File: config.mk
export PLATFORM = sky130hd
export DESIGN_NAME = cinit_accum
export DESIGN_NICKNAME = d
export VERILOG_FILES = /design/src/rtl/cinit_accum.sv
export SDC_FILE = /design/constraint.sdc
export NUM_CORES = 1
export LEC_CHECK = 0
export CAP_MARGIN = 30
export CORE_MARGIN = 2
export CORE_UTILIZATION = 60
export CTS_CLUSTER_DIAMETER = 60
export CTS_CLUSTER_SIZE = 40
export DETAILED_ROUTE_END_ITERATION = 16
export PLACE_DENSITY_LB_ADDON = 0.08
export SLEW_MARGIN = 30
export SYNTH_ARGS = -nofsm -noshare
export SYNTH_HDL_FRONTEND = slang
export SYNTH_SLANG_ARGS = --single-unit
export TNS_END_PERCENT = 20
File: constraint.sdc
create_clock -name clk -period 3.85 [get_ports clk]
set_input_delay 0.385 -clock clk [delete_from_list [all_inputs] [get_ports clk]]
set_output_delay 0.385 -clock clk [all_outputs]
set_load 0.01 [all_outputs]
File: src/rtl/cinit_accum.sv
// Multi-operand shifted accumulator producing the NRS c_init value.
// Define CINIT_ACCUM_SAT_EN to clamp the sum at all-ones on overflow instead of wrapping.
module cinit_accum #(
  parameter int WIDTH   = 31,
  parameter int NUM_OPS = 4,
  parameter int SH_W    = 4
) (
  input  logic             clk,
  input  logic             rst,
  input  logic             start,
  input  logic             in_valid,
  output logic             in_ready,
  input  logic [WIDTH-1:0] operand,
  input  logic [SH_W-1:0]  shift,
  output logic [WIDTH-1:0] sum,
  output logic             done,
  output logic             busy,
  output logic             ovf
);

  localparam int TW = WIDTH + 2**SH_W;
  localparam int CW = $clog2(NUM_OPS + 1);
  localparam logic [CW-1:0] LAST = CW'(NUM_OPS - 1);

  localparam logic [1:0] IDLE = 2'd0;
  localparam logic [1:0] ACC  = 2'd1;
  localparam logic [1:0] DONE = 2'd2;

  logic [1:0]    state;
  logic [CW-1:0] count;
  logic [TW-1:0] term;
  logic [WIDTH:0] add;
  logic          add_ovf;

  // Term is built wide enough that no shifted-out bit is lost before the overflow test.
  always_comb begin
    term    = {{(TW-WIDTH){1'b0}}, operand} << shift;
    add     = {1'b0, sum} + {1'b0, term[WIDTH-1:0]};
    add_ovf = (|term[TW-1:WIDTH]) | add[WIDTH];
  end

  assign in_ready = (state == ACC);
  assign done     = (state == DONE);
  assign busy     = (state != IDLE);

  always_ff @(posedge clk or negedge rst) begin
    if (!rst) begin
      state <= IDLE;
      sum   <= '0;
      count <= '0;
      ovf   <= 1'b0;
    end else begin
      case (state)
        IDLE: begin
          if (start) begin
            state <= ACC;
            sum   <= '0;
            count <= '0;
            ovf   <= 1'b0;
          end
        end
        ACC: begin
          // A start here restarts the burst and drops any operand offered alongside it.
          if (start) begin
            sum   <= '0;
            count <= '0;
            ovf   <= 1'b0;
          end else if (in_valid) begin
            count <= count + CW'(1);
            ovf   <= ovf | add_ovf;
`ifdef CINIT_ACCUM_SAT_EN
            if (!ovf) begin
              if (add_ovf) sum <= '1;
              else         sum <= add[WIDTH-1:0];
            end
`else
            sum <= add[WIDTH-1:0];
`endif
            if (count == LAST) state <= DONE;
          end
        end
        DONE: begin
          if (start) begin
            state <= ACC;
            sum   <= '0;
            count <= '0;
            ovf   <= 1'b0;
          end else begin
            state <= IDLE;
          end
        end
        default: state <= IDLE;
      endcase
    end
  end

endmodule

After elaboration in Yosys (flattened, before gate mapping)
Index checks and enable logic that the tools add are counted.

storage, ports and cells
  register bits = 37

operators by class
  add/subtract/negate cells = 2
  equal/unequal tests = 9
  shift operators = 1
  multiplexer cells = 18
  bitwise logic cells = 2
  reduce and logical (&&, ||, !) cells = 7

operators by type and width
  kind                                           number
  2-to-1 mux 31 bit                              3
  one-hot mux 31 bit (2 select lines)            1
  left shift 31 x 4 -> 47 bit                    1
  adder 31 x 31 -> 32 bit                        1
  OR reduction 16 bit                            1
  2-to-1 mux 3 bit                               3
  2-to-1 mux 2 bit                               4
  != test 2 bit, second input constant           3
  one-hot mux 2 bit (3 select lines)             1
  one-hot mux 3 bit (2 select lines)             1
  2-to-1 mux 1 bit                               4
  != test 2 x 1 -> 1 bit, second input constant  2
  AND reduction 4 bit                            1
  nonzero test 2 bit                             2
  adder 3 x 1 -> 3 bit, second input constant    1
  == test 3 x 2 -> 1 bit, second input constant  1
  != test 3 bit, second input constant           1
  AND reduction 3 bit                            1
  == test 2 x 1 -> 1 bit, second input constant  1
  == test 2 bit, second input constant           1
  logical NOT 2 bit                              1
  bitwise OR 1 bit                               2
  one-hot mux 1 bit (2 select lines)             1
  OR reduction 2 bit                             1

Depth between registers and ports, before layout
Gate-level depths: netlist of the first run.

  word-level depth = 7
  depth in mapped cells = 19
  gate-level depth less buffers = 15

Least setup slack after synthesis of the first run
OpenSTA, ideal clock, no wires.

  kind = input to register
  start = input port shift[0]
  end = register sum[24]
  setup time = 121 ps
  data arrival time = 3527 ps
  setup slack = 202 ps
  cell stages on the path = 14
  buffers on the path = 3
  cells stage by stage = buf_2 -> buf_2 -> buf_2 -> mux4_2 -> mux2i_1 -> o22ai_1 -> ha_1 -> a21oi_2 -> o21ai_2 -> a221oi_2 -> a31oi_2 -> a31o_1 -> xnor2_1 -> a22o_1

on the way
  cells in the longest elaborated chain, start to end = 5

RTL lines
  element                              line  source
  from (decl)                          14    input logic [SH_W-1:0] shift,
  left shift 31 x 4 -> 47 bit          37    term = {{(TW-WIDTH){1'b0}}, operand} << shift;
  adder 31 x 31 -> 32 bit              38    add = {1'b0, sum} + {1'b0, term[WIDTH-1:0]};
  2-to-1 mux 31 bit                    68    end else if (in_valid) begin
  2-to-1 mux 31 bit                    64    if (start) begin
  one-hot mux 31 bit (2 select lines)  53    case (state)
  to (signal assigned)                 77    sum <= add[WIDTH-1:0];
  to (decl)                            15    output logic [WIDTH-1:0] sum,

No other way between the ends. The select of a mux whose other input is x is not followed.
A chain may end at the register's enable or synchronous reset.

Worst setup path after layout of the first run
  start = input port shift[1]
  end = register sum[30]

Same word-level chain as after synthesis.

==> results of run 1 <==
-- state kept, by name, summed over array words and instances, names as in the netlist --
name / flops
count: 3
state: 2
ovf: 1
sum: 31
-- where the power goes --
group | leakage (uW) | internal (uW) | switching (uW)
clock network | 0.0000450 | 126 | 155
registers | 0.000492 | 457 | 67.7
logic | 0.00194 | 613 | 743
total | 0.00248 | 1200 | 966
-- worst paths after layout --
path,startpoint,endpoint,slack (ns),depth (start not counted)
max reg2reg,sum[1],ovf,1.18,9
max in group asynchronous,rst,sum[19],3.44,1
min reg2reg,count[2],count[2],0.50,2
min,rst,sum[1],0.04,1
min in group clk,count[2],count[2],0.50,2
max,shift[1],sum[30],0.25,14
-- cell type report --
| cell class | instances | area [um2] |
|---|---|---|
| multi-input cells | 506 | 3410 |
| inverters | 12 | 45.0 |
| well taps | 99 | 124 |
| clock inverters | 2 | 10.0 |
| fillers | 571 | 1670 |
| flip-flops and latches | 37 | 926 |
| repair buffers | 110 | 1030 |
| clock buffers | 6 | 72.6 |
-- synthesized netlist by cell type, types with 3 or more instances --
cell	instances	area, um2
sky130_fd_sc_hd__o21ai_0	50	250
sky130_fd_sc_hd__o22ai_1	7	43.8
sky130_fd_sc_hd__buf_1	4	15.0
sky130_fd_sc_hd__inv_1	12	45.0
sky130_fd_sc_hd__and2_1	6	37.5
sky130_fd_sc_hd__nor2_1	46	173
sky130_fd_sc_hd__nor3_1	13	65.1
sky130_fd_sc_hd__nand2b_1	3	18.8
sky130_fd_sc_hd__a31oi_1	5	31.3
sky130_fd_sc_hd__mux2_2	5	56.3
sky130_fd_sc_hd__buf_2	7	35.0
sky130_fd_sc_hd__nor4_1	5	31.3
sky130_fd_sc_hd__and3_1	3	18.8
sky130_fd_sc_hd__mux2i_1	24	240
sky130_fd_sc_hd__nor2b_1	13	81.3
sky130_fd_sc_hd__a21o_1	19	143
sky130_fd_sc_hd__mux4_2	6	135
sky130_fd_sc_hd__a22o_1	5	43.8
sky130_fd_sc_hd__nand2_1	72	270
sky130_fd_sc_hd__o21ai_1	12	60.1
sky130_fd_sc_hd__o21a_1	3	22.5
sky130_fd_sc_hd__or3_1	3	18.8
sky130_fd_sc_hd__a211oi_1	9	67.6
sky130_fd_sc_hd__a21oi_1	67	335
sky130_fd_sc_hd__dfrtp_1	37	926
sky130_fd_sc_hd__ha_1	33	413
sky130_fd_sc_hd__nand3_1	8	40.0
sky130_fd_sc_hd__xor2_1	15	131
sky130_fd_sc_hd__xnor2_1	9	78.8
sky130_fd_sc_hd__or2_2	4	25.0
sky130_fd_sc_hd__clkbuf_1	31	116
sky130_fd_sc_hd__nand4_1	13	81.3
sky130_fd_sc_hd__o21bai_1	3	22.5
-- worst max-delay path: cells and delay by family --
family,cells,cell delay [ns]
AO/OA/AOI/OAI,3,0.61
adder cells (fa/ha/maj),1,0.35
buffers and inverters,3,0.87
multiplexers,3,0.71
AND/OR/NAND/NOR,4,0.88
-- stage by stage --
step | TNS [ns] | instances | util [%]
floorplan | 0 | 597 | -
global placement | 0 | 764 | 75.7
detailed placement | -0.0859 | 764 | 75.7
CTS | 0 | 772 | 76.8
global route | 0 | 772 | 77.0
finish | 0 | 772 | 77.0
-- cells by family (layout without fill, tap and decap cells) --
| kind of cell | Yosys count | in the layout | share of synthesized area, % |
|---|---|---|---|
| DFF | 37 | 37 | 20.4 |
| adders and majority gates | 34 | 34 | 9.54 |
| muxes | 35 | 35 | 9.52 |
| buffers and inverters | 54 | 130 | 4.66 |
| AOI/OAI and AO/OA | 217 | 217 | 30.8 |
| xor gates and xnor gates | 24 | 24 | 4.63 |
| and+or+nand+nor | 196 | 196 | 20.4 |
-- layer usage --
metal,up-vias,GRT usage [%]
met5,-,0
met4,0,11.6
met3,29,4.81
met2,212,51.7
met1,2315,45.4
li1,2361,-
==> impl_results.rst, run 1 <==
.. list-table::
   :header-rows: 1

   * - Metric
     - Value
   * - Nets
     - 745
   * - Syn Std Cell Area
     - approximately 4500 um2
   * - Wire length of the first global-routing pass
     - 22300 um
   * - Max Clock Freq
     - 277 MHz
   * - Final-report hold violation count
     - 0
   * - Number of flip-flops and latches in the synthesized netlist
     - 37
   * - Hold buffers post-CTS
     - 0
   * - Row Count
     - 31
   * - Cell-by-cell listing of the critical path
     - clkdlybuf4s50_1 > buf_12 > mux4_2 > mux2i_1 > mux2i_1 > ha_1 > buf_4 > nand4_2 > nor2_4 > o211ai_4 > a31oi_2 > a41oi_2 > or4_1 > nand3_1
   * - Number of DRC markers after the initial detailed-route iteration
     - between 300 and 400
   * - Vert. Die Dim
     - 90.9 um
   * - Number of pins with negative max-slew slack in the final report
     - 0
   * - Dominant register cell in the synthesized netlist
     - sky130_fd_sc_hd__dfrtp_1
   * - Data required time of the worst path
     - 4.08 ns
   * - Router iterations before antenna repair
     - 5
   * - GRT Total Usage
     - around a third
   * - Setup WS pre-CTS
     - -0.0349 ns
   * - Synthesis-to-layout area growth
     - 23.9%
   * - Leftover overflow at the end of global routing
     - 0
   * - Top routing layer in use
     - met4
   * - Remaining antenna violation count after routing
     - 0
   * - Worst-Margin Slew
     - about 0.95 ns
   * - RSZ-0062 raised after global routing
     - false
   * - Sequential cell area fraction in the yosys report
     - between 20 and 25%
   * - Critical Path Max Stage Delay
     - 0.54 ns
   * - CTS tree
     - done
   * - Latest clock arrival within the worst-skew pair
     - around 0.30 ns
   * - Width of the chip
     - slightly above 90 um
   * - Antenna diode count
     - 0
   * - Number of different library cells in the post-synthesis netlist
     - 66
   * - Worst-case hold slack
     - between 0.03 and 0.04 ns
   * - Initial cell density of the core
     - between 60% and 70%
   * - PnR Total Power
     - roughly 2200 uW
   * - I/O pin cnt
     - 74
   * - Metal2 WL
     - roughly 6300 um
   * - Post-CTS Resized
     - 0
   * - Detail-routed net length per standard cell
     - ~18 um
   * - Share of the clock period used by the worst path after layout
     - a little over nine tenths
   * - Clock-pin slew reported for the worst setup and hold paths after clock tree synthesis
     - around 0.080 ns
   * - Worst path most repeated cell
     - sky130_fd_sc_hd__mux2i_1
   * - Crit path launch type
     - input port
   * - Max IR drop VDD
     - 0.352 mV
   * - Net count after synthesis
     - 670
   * - Static Leakage
     - about 0.0025 uW
   * - Instance area at placement
     - ~5500 um2
   * - Number of antenna violations at the first check in global routing
     - 0
   * - # H-tree levels
     - 2
   * - Pin count of the biggest net entering global routing
     - 38
   * - Status
     - finished, final reports clean
   * - Leading cell types in the layout, fill and taps excluded
     - sky130_fd_sc_hd__nand2_1, sky130_fd_sc_hd__clkdlybuf4s50_1, sky130_fd_sc_hd__a21oi_1
   * - Share of layout cells above drive strength 1
     - 11.7%
   * - Total setup violations reported at the end of the flow
     - 0
   * - Met3 WL
     - 965 um
   * - Shortest clock period the worst path allows after layout
     - roughly 3.6 ns
   * - Power density over the cells
     - 385 nW/um2
   * - Root Buffer
     - sky130_fd_sc_hd__clkbuf_8
   * - Vias
     - approximately 4900
   * - Vias in the first global route
     - 4592
   * - Via-to-Cell Ratio
     - 6.37
   * - Worst slew margin
     - between 30% and 40%
   * - Post-detailed-placement half-perimeter wirelength
     - 10800 um
   * - Largest driver fanout on the critical path
     - 29
   * - Setup ws final
     - between 0.2 and 0.25 ns
   * - Floorplan Core Area
     - between 7000 and 8000 um2
   * - CTS Sinks
     - 37
   * - Max-Cap Viols
     - 0
   * - Cells after Synth
     - just under 600
   * - Slowest stage cell on the critical path
     - sky130_fd_sc_hd__clkdlybuf4s50_1
   * - Total routed wirelength
     - roughly 14000 um
   * - Setup bufs post-CTS
     - 0
   * - Fin area
     - approximately 5600 um2
   * - IO Port Bufs
     - between 70 and 80
   * - Path class of the lowest-slack min-delay path
     - input port to async pin
   * - Synthesized area per cell
     - between 7 and 8 um2
   * - WL met1
     - around 6200 um
   * - Final weighted congestion of routability-driven global placement
     - roughly 1
   * - Post-synth EDFFs
     - 0
   * - Total die area
     - 8270 um2
   * - Number of warnings printed during yosys synthesis
     - 0
   * - Total CTS buffers
     - 5
   * - Most common library cell in the layout ignoring fill and taps
     - sky130_fd_sc_hd__nand2_1
   * - Endpoint arrival time on the critical path
     - between 3 and 4 ns
   * - Crit path capture type
     - flip-flop
   * - Post-Route Skew
     - a little over 0.01 ns
   * - Critical path class
     - input port to flip-flop
   * - DRC violations left
     - 0
   * - Synth async-reset ratio
     - 100%
   * - Maximum count of clock buffers along a single path
     - 2
Power figures use the tool's default switching activity.
==> run 2: changes to the inputs <==
--- a/config.mk
+++ b/config.mk
@@ -11,7 +11,9 @@
 export CTS_CLUSTER_DIAMETER = 60
 export CTS_CLUSTER_SIZE = 40
 export DETAILED_ROUTE_END_ITERATION = 16
+export MAX_ROUTING_LAYER = met4
 export PLACE_DENSITY_LB_ADDON = 0.08
+export REMOVE_ABC_BUFFERS = 1
 export SLEW_MARGIN = 30
 export SYNTH_ARGS = -nofsm -noshare
 export SYNTH_HDL_FRONTEND = slang
==> run 2 against run 1 <==
Sequential power about the same; design area increased by 4.8%; worst setup slack got worse by 0.023 ns; via count increased by 4.3%; sequential cell count unchanged; critical path depth unchanged; sequential share of layout area decreased by 0.76 points; non-clock buffer count increased by 32; count of clock-buffer cells in the layout increased by 1; combinational power increased by 8%; clock power increased by 13%; critical endpoint unchanged; highest routed layer unchanged.
==> impl_results.rst, run 2 (same netlist as run 1, synthesis figures left out) <==
.. list-table::
   :header-rows: 1

   * - Metric
     - Value
   * - GRT Total Usage
     - 37.5% (was 32.6%)
   * - Grt met3 use
     - 4.90% (was 4.81%)
   * - Shortest clock period the worst path allows after layout
     - 3.63 ns (was 3.60 ns)
   * - Router iterations before antenna repair
     - 5 (unchanged)
   * - Static Leakage
     - 0.00264 uW (was 0.00248 uW)
   * - Number of DRC markers after the initial detailed-route iteration
     - 490 (was 378)
   * - # H-tree levels
     - 2 (unchanged)
   * - Root Buffer
     - sky130_fd_sc_hd__clkbuf_8 (unchanged)
   * - Crit path launch type
     - input port (unchanged)
   * - Number of pins with negative max-slew slack in the final report
     - 0 (unchanged)
   * - I/O pin cnt
     - 74 (unchanged)
   * - DRC violations left
     - 0 (unchanged)
   * - Latest clock arrival within the worst-skew pair
     - 0.30 ns (about the same)
   * - Data required time of the worst path
     - 4.09 ns (was 4.08 ns)
   * - Total CTS buffers
     - 5 (unchanged)
   * - Total setup violations reported at the end of the flow
     - 0 (unchanged)
   * - Post-detailed-placement half-perimeter wirelength
     - 11500 um (was 10800 um)
   * - Total routed wirelength
     - 15000 um (was 13800 um)
   * - Sequential group share of total power
     - 22.7% (was 24.3%)
   * - Vert. Die Dim
     - 90.9 um (unchanged)
   * - Most common library cell in the layout ignoring fill and taps
     - sky130_fd_sc_hd__nand2_1 (unchanged)
   * - Pin count of the biggest net entering global routing
     - 38 (unchanged)
   * - Maximum count of clock buffers along a single path
     - 2 (unchanged)
   * - Endpoint arrival time on the critical path
     - 3.86 ns (was 3.83 ns)
   * - Met2 layer usage reported by global route
     - 60.4% (was 51.7%)
   * - Crit path capture type
     - flip-flop (unchanged)
   * - Total die area
     - 8270 um2 (unchanged)
   * - Leftover overflow at the end of global routing
     - 0 (unchanged)
   * - Detail-routed net length per standard cell
     - 18.6 um (was 17.8 um)
   * - Power dissipated by switching net loads
     - 988 uW (was 966 uW)
   * - Floorplan Core Area
     - 7290 um2 (unchanged)
   * - Remaining antenna violation count after routing
     - 0 (unchanged)
   * - Antenna diode count
     - 0 (unchanged)
   * - Final-report hold violation count
     - 0 (unchanged)
   * - Largest registers
     - sum (31), count (3), state (2) (unchanged)
   * - Critical path class
     - input port to flip-flop (unchanged)
   * - CTS Sinks
     - 37 (unchanged)
   * - Max IR drop VDD
     - 0.301 mV (was 0.352 mV)
   * - Most utilized layer in the global route result
     - met2 (unchanged)
   * - Post-CTS Resized
     - 0 (unchanged)
   * - Path class of the lowest-slack min-delay path
     - input port to async pin (unchanged)
   * - Met1 global-route usage
     - 47.2% (was 45.4%)
   * - IO Port Bufs
     - 73 (unchanged)
   * - Worst-case hold slack
     - 0.0485 ns (was 0.0351 ns)
   * - Setup bufs post-CTS
     - 0 (unchanged)
   * - Wire length of the first global-routing pass
     - 24400 um (was 22300 um)
   * - Status
     - finished, final reports clean (unchanged)
   * - Portion of total power attributed to the clock network
     - 13.8% (was 13.0%)
   * - Setup ws final
     - 0.222 ns (was 0.245 ns)
   * - Worst slew margin
     - 52.8% (was 36.4%)
   * - Switching share of total power
     - 42.8% (was 44.7%)
   * - Vias in the first global route
     - 5108 (was 4592)
   * - Max reg flops
     - 31 (unchanged)
   * - Synthesis-to-layout area growth
     - 29.8% (was 23.9%)
   * - CTS tree
     - done (unchanged)
   * - Share of total power in combinational logic
     - 63.5% (was 62.7%)
   * - Worst setup path start
     - shift[1] (unchanged)
   * - Largest driver fanout on the critical path
     - 28 (was 29)
   * - Clock-pin slew reported for the worst setup and hold paths after clock tree synthesis
     - 0.08 ns (about the same)
   * - Total negative slack
     - 0 ns (unchanged)
   * - Row Count
     - 31 (unchanged)
   * - Final weighted congestion of routability-driven global placement
     - 1.04 (was 0.980)
   * - Worst-Margin Slew
     - 0.708 ns (was 0.954 ns)
   * - Share of the clock period used by the worst path after layout
     - 94.2% (was 93.6%)
   * - Number of antenna violations at the first check in global routing
     - 0 (unchanged)
   * - Leading cell types in the layout, fill and taps excluded
     - sky130_fd_sc_hd__nand2_1, sky130_fd_sc_hd__clkdlybuf4s50_1, sky130_fd_sc_hd__a21oi_1 (unchanged)
   * - Int Pwr
     - 1320 uW (was 1200 uW)
   * - Vias
     - 5126 (was 4917)
   * - Most flop-heavy register
     - sum (unchanged)
   * - RSZ-0062 raised after global routing
     - false (unchanged)
   * - Max-Cap Viols
     - 0 (unchanged)
   * - Post-Route Skew
     - 0.00545 ns (was 0.0103 ns)
   * - Reg-to-Reg Start
     - sum[0] (was sum[1])
   * - Hold buffers post-CTS
     - 0 (unchanged)
   * - Nets
     - 777 (was 745)
   * - Max Clock Freq
     - 276 MHz (was 277 MHz)
   * - Setup WS pre-CTS
     - -0.00186 ns (was -0.0349 ns)
   * - Initial cell density of the core
     - 62.2% (unchanged)
   * - Power density over the cells
     - 392 nW/um2 (was 385 nW/um2)
   * - Via-to-Cell Ratio
     - 6.38 (was 6.37)
   * - Share of layout cells above drive strength 1
     - 16.0% (was 11.7%)
   * - Width of the chip
     - 90.9 um (unchanged)
run 2: area by class of cell:
cell class                      instances  area, um2
Timing Repair Buffer                  142       1290
Multi-Input combinational cell        506       3400
Sequential cell                        37        926
Clock buffer                            7       96.3
Fill cell                             527       1400
Tap cell                               99        124
Clock inverter                          1       5.00
Inverter                               12       45.0
run 2: final timing paths:
check                                end  depth (start not counted)  slack [ns]
worst max-delay path             sum[30]                         14        0.22
worst min-delay path            state[0]                          1        0.05
worst max register to register   sum[12]                         10        1.21
worst min register to register  count[0]                          1        0.51
max in group asynchronous        sum[11]                          1        3.44
min in group clk                count[0]                          1        0.51
run 2: per-stage QoR:
stage               cells  cell area, um2  total power, uW  utilization, %
floorplan             555            4370             1330               -
global placement      796            5780             1920            79.3
detailed placement    796            5780             1960            79.3
CTS                   804            5880             2280            80.7
global route          804            5890             2450            80.7
finish                804            5890             2310            80.7
run 2: power groups by stage:
| stage | sequential [uW] | clock (uW) | combinational (uW) |
|---|---|---|---|
| finish | 525 | 318 | 1470 |
| global route | 533 | 334 | 1580 |
| CTS | 523 | 319 | 1440 |
| detailed placement | 531 | 0 | 1430 |
| global placement | 527 | 0 | 1390 |
| floorplan | 547 | 0 | 782 |
run 2: per-layer routing:
metal | vias to the layer above | share of wire [%] | routed length, um
li1 | 2428 | - | -
met1 | 2368 | 42 | 6270
met2 | 270 | 46 | 6890
met3 | 60 | 7.8 | 1170
met4 | 0 | 4.3 | 641
met5 | - | 0 | 0
run 2: worst max-delay path, cell delays in order:
cell	delay [ns]
sky130_fd_sc_hd__clkdlybuf4s50_1	0.53
sky130_fd_sc_hd__buf_12	0.19
sky130_fd_sc_hd__mux4_2	0.34
sky130_fd_sc_hd__mux2i_1	0.24
sky130_fd_sc_hd__o22ai_1	0.14
sky130_fd_sc_hd__ha_1	0.39
sky130_fd_sc_hd__a21oi_2	0.10
sky130_fd_sc_hd__o21ai_2	0.19
sky130_fd_sc_hd__a221oi_2	0.09
sky130_fd_sc_hd__buf_4	0.16
sky130_fd_sc_hd__a31oi_2	0.25
sky130_fd_sc_hd__a41oi_2	0.24
sky130_fd_sc_hd__or4_1	0.52
sky130_fd_sc_hd__nand3_1	0.10
